## src/rtl/arbiter_sync_sink.sv

```systemverilog
// arbiter_sync_sink: clocked sink for the tree arbiter's 4-phase
// bundled-data channel. Synchronises req, buffers sel in a FIFO, returns ack.
// Ports:
//   clk, rst_n          clock, async active-low reset
//   req_in, sel_in      4-phase request and bundled selection index
//   ack_out             registered 4-phase acknowledge
//   out_valid/out_ready valid/ready read side, out_addr = FIFO head
//   fifo_count          current occupancy
//   evt_count           captured events, wraps modulo 2^16
module arbiter_sync_sink #(
   parameter int SEL_BITS    = 4,
   parameter int FIFO_DEPTH  = 4,
   parameter int SYNC_STAGES = 2
) (
   input  logic                          clk,
   input  logic                          rst_n,
   input  logic                          req_in,
   output logic                          ack_out,
   input  logic [SEL_BITS-1:0]           sel_in,
   output logic                          out_valid,
   input  logic                          out_ready,
   output logic [SEL_BITS-1:0]           out_addr,
   output logic [$clog2(FIFO_DEPTH):0]   fifo_count,
   output logic [15:0]                   evt_count
);

   localparam int PW = $clog2(FIFO_DEPTH);
   localparam int CW = PW + 1;

   typedef enum logic {
      IDLE   = 1'b0,
      ACK_HI = 1'b1
   } state_t;

   state_t                    r_state;
   logic [SYNC_STAGES-1:0]    r_sync;
   logic [SEL_BITS-1:0]       r_mem [FIFO_DEPTH];
   logic [PW-1:0]             r_wr;
   logic [PW-1:0]             r_rd;
   logic [CW-1:0]             r_count;
   logic [15:0]               r_evt;
   logic                      r_ack;

   logic                      w_req_s;
   logic                      w_full;
   logic                      w_push;
   logic                      w_pop;

   assign w_req_s = r_sync[SYNC_STAGES-1];
   // Full uses the registered count: a same-cycle pop never frees a slot.
   assign w_full  = (r_count == CW'(FIFO_DEPTH));
   assign w_push  = (r_state == IDLE) && w_req_s && !w_full;
   assign w_pop   = (r_count != '0) && out_ready;

   // Only req crosses domains; sel is stable whenever req_s is seen high.
   always_ff @(posedge clk or negedge rst_n) begin
      if (!rst_n) begin
         r_sync <= '0;
      end else begin
         r_sync <= {r_sync[SYNC_STAGES-2:0], req_in};
      end
   end

   always_ff @(posedge clk or negedge rst_n) begin
      if (!rst_n) begin
         r_state <= IDLE;
         r_ack   <= 1'b0;
      end else begin
         unique case (r_state)
            IDLE: begin
               if (w_push) begin
                  r_ack   <= 1'b1;
                  r_state <= ACK_HI;
               end
            end
            ACK_HI: begin
               if (!w_req_s) begin
                  r_ack   <= 1'b0;
                  r_state <= IDLE;
               end
            end
            default: begin
               r_ack   <= 1'b0;
               r_state <= IDLE;
            end
         endcase
      end
   end

   always_ff @(posedge clk or negedge rst_n) begin
      if (!rst_n) begin
         for (int i = 0; i < FIFO_DEPTH; i++) begin
            r_mem[i] <= '0;
         end
         r_wr    <= '0;
         r_rd    <= '0;
         r_count <= '0;
         r_evt   <= '0;
      end else begin
         if (w_push) begin
            r_mem[r_wr] <= sel_in;
            r_wr        <= r_wr + 1'b1;
            r_evt       <= r_evt + 16'd1;
         end
         if (w_pop) begin
            r_rd <= r_rd + 1'b1;
         end
         unique case ({w_push, w_pop})
            2'b10:   r_count <= r_count + 1'b1;
            2'b01:   r_count <= r_count - 1'b1;
            default: r_count <= r_count;
         endcase
      end
   end

   assign ack_out    = r_ack;
   assign out_valid  = (r_count != '0);
   assign out_addr   = r_mem[r_rd];
   assign fifo_count = r_count;
   assign evt_count  = r_evt;

endmodule

```

## config.mk

```make
export PLATFORM = sky130hd
export DESIGN_NAME = arbiter_sync_sink
export DESIGN_NICKNAME = d
export VERILOG_FILES = /design/src/rtl/arbiter_sync_sink.sv
export SDC_FILE = /design/constraint.sdc
export NUM_CORES = 1
export LEC_CHECK = 0
export BUFFER_PORTS_ARGS = -buffer_cell sky130_fd_sc_hd__buf_2
export CORE_MARGIN = 4
export CORE_UTILIZATION = 50
export CTS_CLUSTER_DIAMETER = 150
export CTS_CLUSTER_SIZE = 12
export DETAILED_ROUTE_END_ITERATION = 8
export PLACE_DENSITY_LB_ADDON = 0.15
export SLEW_MARGIN = 0
export SYNTH_ARGS = -nofsm -noshare
export SYNTH_HDL_FRONTEND = slang
export SYNTH_SLANG_ARGS = --single-unit
```

## constraint.sdc

```tcl
create_clock -name clk -period 3.9 [get_ports clk]
set_input_delay 0.78 -clock clk [delete_from_list [all_inputs] [get_ports clk]]
set_output_delay 0.78 -clock clk [all_outputs]
set_load 0.02 [all_outputs]
```

; ---- After elaboration in Yosys (flattened, before gate mapping)
; Index checks and enable logic that the tools add are counted.
[totals]
ff_bits = 43
inputBits = 8
out_inout_bits = 25
word_cells = 48
[op_classes]
n_addsub = 5
magnitude_cmp = 3
eq_ne = 5
muxes = 13
bitwise = 3
n_reduce_logical = 8
[ops]
columns = cell, count
row1 = $add A16 B1 Y16 const B, 1
row2 = $bwmux W16, 1
row3 = $mux W4, 3
row4 = $bmux W4 S2, 1
row5 = $demux W4 S2, 1
row6 = $ge A3 B3 Y1 const B, 2
row7 = $not A2 Y3, 2
row8 = $pmux W3 S2, 1
row9 = $add A2 B1 Y2 const B, 2
row10 = $logic_and A1 B1 Y1, 4
row11 = $mux W1, 4
row12 = $ne A2 B2 Y1 const B, 2
row13 = $pmux W1 S2, 2
row14 = $add A3 B1 Y3 const B, 1
row15 = $eq A3 B3 Y1 const B, 1
row16 = $lt A3 B1 Y1 const B, 1
row17 = $reduce_bool A3 Y1, 1
row18 = $sub A3 B1 Y3 const B, 1
row19 = $eq A2 B1 Y1 const B, 1
row20 = $eq A2 B2 Y1 const B, 1
row21 = $reduce_and A2 Y1, 1
row22 = $reduce_bool A2 Y1, 1
row23 = $logic_not A1 Y1, 1
row24 = $not A1 Y1, 1

; ---- Logic depth before layout (Yosys ltp)
; Gate-level depths: netlist of run 1.
[logic_depth]
word_depth = 6
mapped_depth = 10
depth_no_buf = 9

; ---- Worst setup path before layout of run 1
; Ideal clock, no wire load.
[synth_timing]
kind = register to register
from = register r_count[2] (netlist: fifo_count[2])
to = register r_count[2] (netlist: fifo_count[2])
setup_time_ps = 80
arrival_ps = 2188
required_ps = 3820
slack_ps = 1632
stages_incl_launch_ff = 11
path_buffers = 1
period_less_slack_ps = 2268
path_cell_list = dfrtp_1 -> nor3b_4 -> nor3b_4 -> buf_6 -> inv_1 -> ha_1 -> inv_1 -> fa_1 -> xor2_1 -> nor2_1 -> xor2_1
[synth_via]
elab_chain_len = 5
word_cells_on_any_way = 11
cone_classes = add/sub: 2 / eq/ne: 3 / mux: 1 / reduce/logical: 5
[synth_rtl]
columns = item, line
row1 = start: declaration, 40  ; logic [CW-1:0] r_count;
row2 = start signal: assignment, 109  ; 2'b10: r_count <= r_count + 1'b1;
row3 = start signal: assignment, 110  ; 2'b01: r_count <= r_count - 1'b1;
row4 = start signal: assignment, 111  ; default: r_count <= r_count;
row5 = $eq A3 B3 Y1, 51  ; assign w_full = (r_count == CW'(FIFO_DEPTH));
row6 = $logic_not A1 Y1, 52  ; assign w_push = (r_state == IDLE) && w_req_s && !w_full;
row7 = $logic_and A1 B1 Y1, 52
row8 = $eq A2 B1 Y1 / $eq A2 B2 Y1 (equally long branches), 108  ; unique case ({w_push, w_pop})
row9 = $pmux W3 S2 / $reduce_bool A2 Y1 (equally long branches), --
; Parallel ways exist; a longest one is shown, timed or not.
; A chain may end at the register's enable or synchronous reset.

; ---- Worst setup path after layout of run 1
[layout_timing]
from = register r_rd[0]
to = output port out_addr[1]
[layout_via]
elab_chain_len = 4
[layout_rtl]
columns = item, line
row1 = start: declaration, 39  ; logic [PW-1:0] r_rd;
row2 = start signal: assignment, 106  ; r_rd <= r_rd + 1'b1;
row3 = $not A2 Y3 (not written as such), 118  ; assign out_addr = r_mem[r_rd];
row4 = $bmux W4 S2, 118
row5 = $mux W4 (not written as such) (2 in a row), 118
row6 = end: declaration, 22  ; output logic [SEL_BITS-1:0] out_addr,
; No other way between the ends. The select of a mux whose other input is x is not followed.

==> out/results.tsv, run 1 <==
stage	metric	value	unit
clocking	number of buffers on the longest clock path	2	
synthesis	sequential element share of the synthesized area	53.0	%
routing	number of design rule violations left after detail routing	0	
grt	wire length of the first global-routing pass	5.89	mm
critical_path	Crit Reg-Reg Endpoint	fifo_count[1]	
clocking	Resized Gates After CTS	0	
cells_and_area	Layout Utilization	62.0	%
critical_path	required time at the endpoint of the critical path	3.12	ns
synthesis	mapped cell area	2030	um^2
critical_path	cell depth of the worst flop-to-flop path	7	
timing	Final Slew Violations	0	
clocking	clock insertion delay at the later pin of the skew report	0.29	ns
timing	Sum Neg Setup Slack	0	ns
grt	maximum number of pins on one net before global-route repair	44	
synthesis	per-instance average area after synthesis	14.5	um^2
synthesis	post-synth net total	155	
critical_path	Data arrival, critical path	1.55	ns
cells_and_area	Multi-input gate area	913	um^2
critical_path	Crit Path Max Fanout	6	
floorplanning	I/O pins	33	
critical_path	cell with the largest stage delay on the worst path	dfrtp_1	
floorplanning	Chip Width	71.7	um
pwr	leakage dissipation	1.22	nW
floorplanning	number of rows created at floorplan	22	
timing	Setup Viol. Count Final	0	
cells_and_area	top library cells by usage in the layout, fill and taps aside	dfrtp_1, buf_2, mux2_4	
critical_path	CP max stage delay	0.55	ns
cells_and_area	fraction of layout instances using a drive strength above 1	39.3	%
grt	overflow left after global routing	0	
timing	Clock Skew	0.00651	ns
routing	total via count after detailed routing	1181	
timing	slew at the pin closest to its max-slew limit	0.926	ns
clocking	# clock sinks	43	
floorplanning	Die Footprint	5150	um^2
routing	number of search-and-repair iterations in the first detailed-routing pass	4	
clocking	Num CTS Buffers	5	
cells_and_area	most common library cell in the layout ignoring fill and taps	dfrtp_1	
floorplanning	Initial Utilization	53.5	%
synthesis	synthesized instance count	140	
cells_and_area	layout filler cell count	305	
routing	routed wire length per instance	15.1	um
job	Max-Cap Viols	0	
floorplanning	floorplan die height	71.7	um
timing	slew margin rel.	38.2	%
floorplanning	Core ar.	3800	um^2
grt	number of global-route vias before repair	1221	
routing	wire length reported by the detailed router	3.40	mm
critical_path	startpoint of the most critical register-to-register path	fifo_count[2]	
cells_and_area	register area	1080	um^2
timing	fmax	0.429	GHz
cells_and_area	number of antenna cells inserted	0	
critical_path	worst path cell trace	mux4_2 -> buf_2	
critical_path	critical path endpoint	out_addr[1]	
placed_design	count of input and output buffers	32	
placed_design	Post-DP HPWL	2.53	mm
outcome	outcome	completed	
timing	final hold violation count	0	
clocking	CTS tree	yes	
placed_design	Placer Congestion	0.760	
timing	minimum period implied by the final worst setup slack	2.33	ns
clocking	Post-CTS Repair Setup Buffers	0	
routing	number of vias per cell after detailed routing	5.23	
clocking	level count of the clock H-tree	2	
grt	Overall Global Routing Usage	14.7	%
synthesis	count of state elements after synthesis	43	
routing	number of violations reported at the end of detailed-routing iteration 0	116	
clocking	clock input transition at the sequential cells of the worst setup and hold paths	0.08	ns
grt	number of antenna violations at the first check in global routing	0	
synthesis	total number of yosys warnings	0	
cells_and_area	Area Overhead vs Synth	15.9	%
critical_path	category of the worst setup path launch point	flop	
synthesis	count of distinct cell types in the synthesized netlist	28	
critical_path	FF-to-FF setup slack	1.57	ns
cells_and_area	number of nets in the layout	192	
critical_path	Crit. End Element	output pin	
clocking	CTS Hold Buffers Added	0	
timing	RSZ-0062 raised after global routing	false	
worst_hold_path	classification of the worst-slack hold path	flop to flop	
critical_path	Setup crit start	r_rd[0]	
pwr	highest ir drop seen on vdd	0.000433	V
critical_path	start-to-end type of the worst setup path	flop to output pin	
pwr	PwrDens	772	nW/um^2
clocking	CTS root buf	clkbuf_8	
routing	number of nets with antenna violations after detailed routing	0	
timing	share of the cycle needed by the critical path after routing	59.8	%
==> cells by family (layout without fill, tap and decap cells) <==
kind of cell | Yosys count | count (layout) | share of synthesized area [%]
AOI/OAI and AO/OA | 3 | 3 | 0.863
xor gates and xnor gates | 21 | 21 | 9.06
adders and majority gates | 7 | 7 | 4.68
buffers and inverters | 9 | 47 | 2.03
DFF | 43 | 43 | 53.0
muxes | 22 | 22 | 16.8
and+or+nand+nor | 35 | 35 | 13.6
==> sequential cells by signal (all words and copies together), names as in the netlist <==
name,count
fifo_count,3
r_wr,2
r_state,1
r_rd,2
ack_out,1
r_mem,16
r_sync,2
evt_count,16
==> cell type report <==
class	count	area share, %
multi-input cells	88	38.8
clock buffers	6	3.51
inverters	7	1.12
well taps	48	2.55
repair buffers	32	6.80
clock inverters	2	1.49
flip-flops and latches	43	45.7
==> through the flow <==
stage               setup slack [ns]  std cells  area [um^2]  hold slack (ns)  power [mW]
finish                          1.57        226         2350            0.368        1.82
global route                    1.42        226         2350            0.392        1.93
CTS                             1.53        226         2350            0.371        1.84
detailed placement              1.58        218         2240            0.351        1.48
global placement                1.65        218         2240            0.339        1.45
floorplan                       1.63        140         2030            0.331        1.29
==> synthesized netlist by cell type (all sizes together) <==
| library cell | count | area, um^2 |
|---|---|---|
| inv | 7 | 26.3 |
| clkbuf | 1 | 3.75 |
| nand4 | 2 | 12.5 |
| nor4b | 1 | 23.8 |
| mux2i | 1 | 10.0 |
| ha | 6 | 75.1 |
| mux2 | 17 | 240 |
| dfrtp | 43 | 1080 |
| o21ai | 2 | 10.0 |
| nand3b | 1 | 20.0 |
| and2 | 1 | 6.26 |
| mux4 | 4 | 90.1 |
| and3 | 6 | 37.5 |
| nand2 | 13 | 71.3 |
| a21boi | 1 | 7.51 |
| nand4bb | 1 | 11.3 |
| nor2 | 2 | 7.51 |
| nor3b | 2 | 37.5 |
| xnor2 | 10 | 87.6 |
| nand3 | 2 | 10.0 |
| nor4 | 1 | 21.3 |
| xor2 | 11 | 96.3 |
| fa | 1 | 20.0 |
| or3 | 1 | 7.51 |
| nor3 | 2 | 10.0 |
| buf | 1 | 11.3 |
==> per-layer routing <==
metal | up-vias | global-route usage (%) | part of all wire [%] | wire length, um
li1 | 549 | - | - | -
met1 | 598 | 20.2 | 45 | 1530
met2 | 29 | 23.4 | 49 | 1670
met3 | 5 | 4.07 | 5.1 | 172
met4 | 0 | 3.13 | 1.1 | 36
met5 | - | 0 | 0 | 0
==> worst max-delay path: cells and delay by family (launching register included) <==
family   cells  cell delay (ns)
flops        1             0.55
mux          1             0.54
buf+inv      1             0.17
==> how the worst min path moves through the flow <==
stage                          from   endpoint  slack, ns  depth (start not counted)
after floorplan           r_sync[0]  r_sync[1]       0.33                          0
after global placement    r_sync[0]  r_sync[1]       0.34                          0
after detailed placement  r_sync[0]  r_sync[1]       0.35                          0
after CTS                 r_sync[0]  r_sync[1]       0.37                          0
after global routing      r_sync[0]  r_sync[1]       0.39                          0
final                     r_sync[0]  r_sync[1]       0.37                          0
==> power by group <==
group / leakage, nW / total (mW) / switching (mW) / internal [mW]
combinational: 0.629 / 0.713 / 0.344 / 0.369
clock: 0.0612 / 0.353 / 0.146 / 0.207
sequential: 0.530 / 0.751 / 0.147 / 0.604
Note: power is estimated with default switching activity, not from simulation.
==> run 2, diff against run 1 <==
Clock period 3.9 ns to 2 ns, I/O delays scaled along.
==> out/results.tsv, run 2 (synthesis results as in run 1) <==
stage	metric	value	unit	change
outcome	outcome	completed		
timing	share of the cycle needed by the critical path after routing	94.2	%	
routing	wire length reported by the detailed router	3.49	mm	+2.6%
pwr	leakage dissipation	1.22	nW	about the same
grt	overflow left after global routing	0		unchanged
clocking	clock insertion delay at the later pin of the skew report	0.29	ns	about the same
routing	number of nets with antenna violations after detailed routing	0		unchanged
timing	minimum period implied by the final worst setup slack	1.88	ns	
timing	RSZ-0062 raised after global routing	false		
critical_path	Data arrival, critical path	2.07	ns	+0.52 ns
critical_path	cell with the largest stage delay on the worst path	dfrtp_2		
critical_path	required time at the endpoint of the critical path	2.18	ns	-0.94 ns
routing	total via count after detailed routing	1156		-2.1%
cells_and_area	most common library cell in the layout ignoring fill and taps	dfrtp_1		
grt	number of antenna violations at the first check in global routing	0		unchanged
floorplanning	Core ar.	3800	um^2	unchanged
cells_and_area	number of antenna cells inserted	0		unchanged
timing	Final Slew Violations	0		unchanged
cells_and_area	Area Overhead vs Synth	16.8	%	
floorplanning	floorplan die height	71.7	um	unchanged
placed_design	minimum setup slack after placement	0.0662	ns	-1.52 ns
critical_path	Crit. End Element	flop		
grt	Overall Global Routing Usage	15.8	%	+1.1 points
critical_path	start-to-end type of the worst setup path	flop to flop		
clocking	CTS tree	yes		
job	Max-Cap Viols	0		unchanged
routing	number of violations reported at the end of detailed-routing iteration 0	46		-60%
cells_and_area	Layout Utilization	62.4	%	+0.46 points
clocking	Post-CTS Repair Setup Buffers	0		unchanged
floorplanning	Initial Utilization	53.5	%	unchanged
critical_path	FF-to-FF setup slack	0.12	ns	-1.45 ns
timing	fmax	0.531	GHz	
grt	maximum number of pins on one net before global-route repair	32		-27%
critical_path	worst path cell trace	or3_4 -> and2_4 -> ha_4 -> inv_2 -> fa_2 -> xor2_1 -> nor2_1 -> xor2_1		
routing	routed wire length per instance	15.2	um	+1.2%
timing	Clock Skew	0.00646	ns	-0.0000495 ns
clocking	level count of the clock H-tree	2		unchanged
critical_path	Crit Path Max Fanout	4		-2
critical_path	category of the worst setup path launch point	flop		
timing	Sum Neg Setup Slack	0	ns	unchanged
floorplanning	I/O pins	33		unchanged
critical_path	CP max stage delay	0.45	ns	-0.10 ns
clocking	clock input transition at the sequential cells of the worst setup and hold paths	0.08	ns	about the same
timing	final worst-path setup slack	0.115	ns	-1.45 ns
placed_design	Placer Congestion	0.741		-2.5%
timing	slew at the pin closest to its max-slew limit	0.649	ns	-0.278 ns
clocking	CTS root buf	clkbuf_8		
pwr	highest ir drop seen on vdd	0.000977	V	+130%
critical_path	most common cell type on the critical path	xor2_1		
placed_design	total placed instance area	2280	um^2	+2.1%
pwr	PwrDens	1450	nW/um^2	+88%
timing	final hold violation count	0		unchanged
clocking	number of buffers on the longest clock path	2		unchanged
cells_and_area	layout filler cell count	298		-2.3%
floorplanning	Die Footprint	5150	um^2	unchanged
timing	Setup Viol. Count Final	0		unchanged
clocking	Num CTS Buffers	5		unchanged
cells_and_area	Final Instance Area	2370	um^2	+0.74%
placed_design	count of input and output buffers	32		unchanged
cells_and_area	fraction of layout instances using a drive strength above 1	45.3	%	+6.0 points
floorplanning	Chip Width	71.7	um	unchanged
cells_and_area	number of nets in the layout	195		+1.6%
grt	number of global-route vias before repair	1272		+4.2%
floorplanning	number of rows created at floorplan	22		unchanged
placed_design	Post-DP HPWL	2.53	mm	about the same
worst_hold_path	classification of the worst-slack hold path	input port to async pin		
routing	number of search-and-repair iterations in the first detailed-routing pass	4		unchanged
clocking	# clock sinks	43		unchanged
routing	number of design rule violations left after detail routing	0		unchanged
cells_and_area	top library cells by usage in the layout, fill and taps aside	dfrtp_1, buf_2, mux2_4		
timing	WHS	0.125	ns	-0.243 ns
timing	slew margin rel.	56.8	%	+19 points
grt	wire length of the first global-routing pass	6.21	mm	+5.5%
routing	number of vias per cell after detailed routing	5.05		-3.4%
-- run 2: changes by cell type in the layout (fill, tap and decap cells not counted), moves of 2 or more --
cell      before  now
dfrtp_1       43   39
buf_4          0    3
clkinv_2       1    3
dfrtp_2        0    4
inv_1          7    5
-- run 2: cell type report --
class | instances | area (um^2) | area share, %
Timing Repair Buffer | 35 | 183 | 7.70
Multi-Input combinational cell | 88 | 935 | 39.4
Sequential cell | 43 | 1080 | 45.6
Clock buffer | 5 | 68.8 | 2.90
Tap cell | 48 | 60.1 | 2.53
Inverter | 7 | 28.8 | 1.21
Clock inverter | 3 | 15.0 | 0.633
-- run 2: path summary, 6_finish.rpt --
kind / from / endpoint / cells past startpoint
setup reg to reg: fifo_count[1] / fifo_count[2] / 8
max in group asynchronous: rst_n / evt_count[7] / 2
setup / recovery: fifo_count[1] / fifo_count[2] / 8
hold reg to reg: r_sync[0] / r_sync[1] / 0
hold / removal: rst_n / r_mem[10] / 1
min in group clk: req_in / r_sync[0] / 1
-- run 2: per-layer routing --
metal | part of all wire, % | global-route usage, % | up-vias
li1 | - | - | 553
met1 | 46 | 20.2 | 575
met2 | 49 | 25.3 | 24
met3 | 4.6 | 5.61 | 4
met4 | 0.97 | 4.59 | 0
met5 | 0 | 0 | -
-- run 2: report_power, final --
| group | internal, mW | switching [mW] | leakage (nW) |
|---|---|---|---|
| registers | 1.19 | 0.287 | 0.526 |
| logic | 0.761 | 0.685 | 0.647 |
| clock network | 0.239 | 0.290 | 0.0477 |
-- run 2: worst max-delay path, delay by kind of cell (launching register included) --
kind	cells	cell delay, ns
flops	1	0.45
fa+ha+maj	2	0.34
buf+inv	1	0.05
xor+xnor	2	0.28
simple gates	3	0.66
-- run 2: metrics by stage --
step / total power [mW] / instances
2_1_floorplan: 2.55 / 140
3_3_place_gp: 2.88 / 221
3_5_place_dp: 2.95 / 221
4_1_cts: 3.50 / 229
5_1_grt: 3.69 / 229
6_report: 3.45 / 229
-- run 2: timing repair --
| action | in CTS | in global routing |
|---|---|---|
| hold buffers | 0 | 0 |
| setup endpoints to repair | 4 | 1 |
| pin swaps | 0 | 0 |
| gates resized for setup | 1 | 2 |
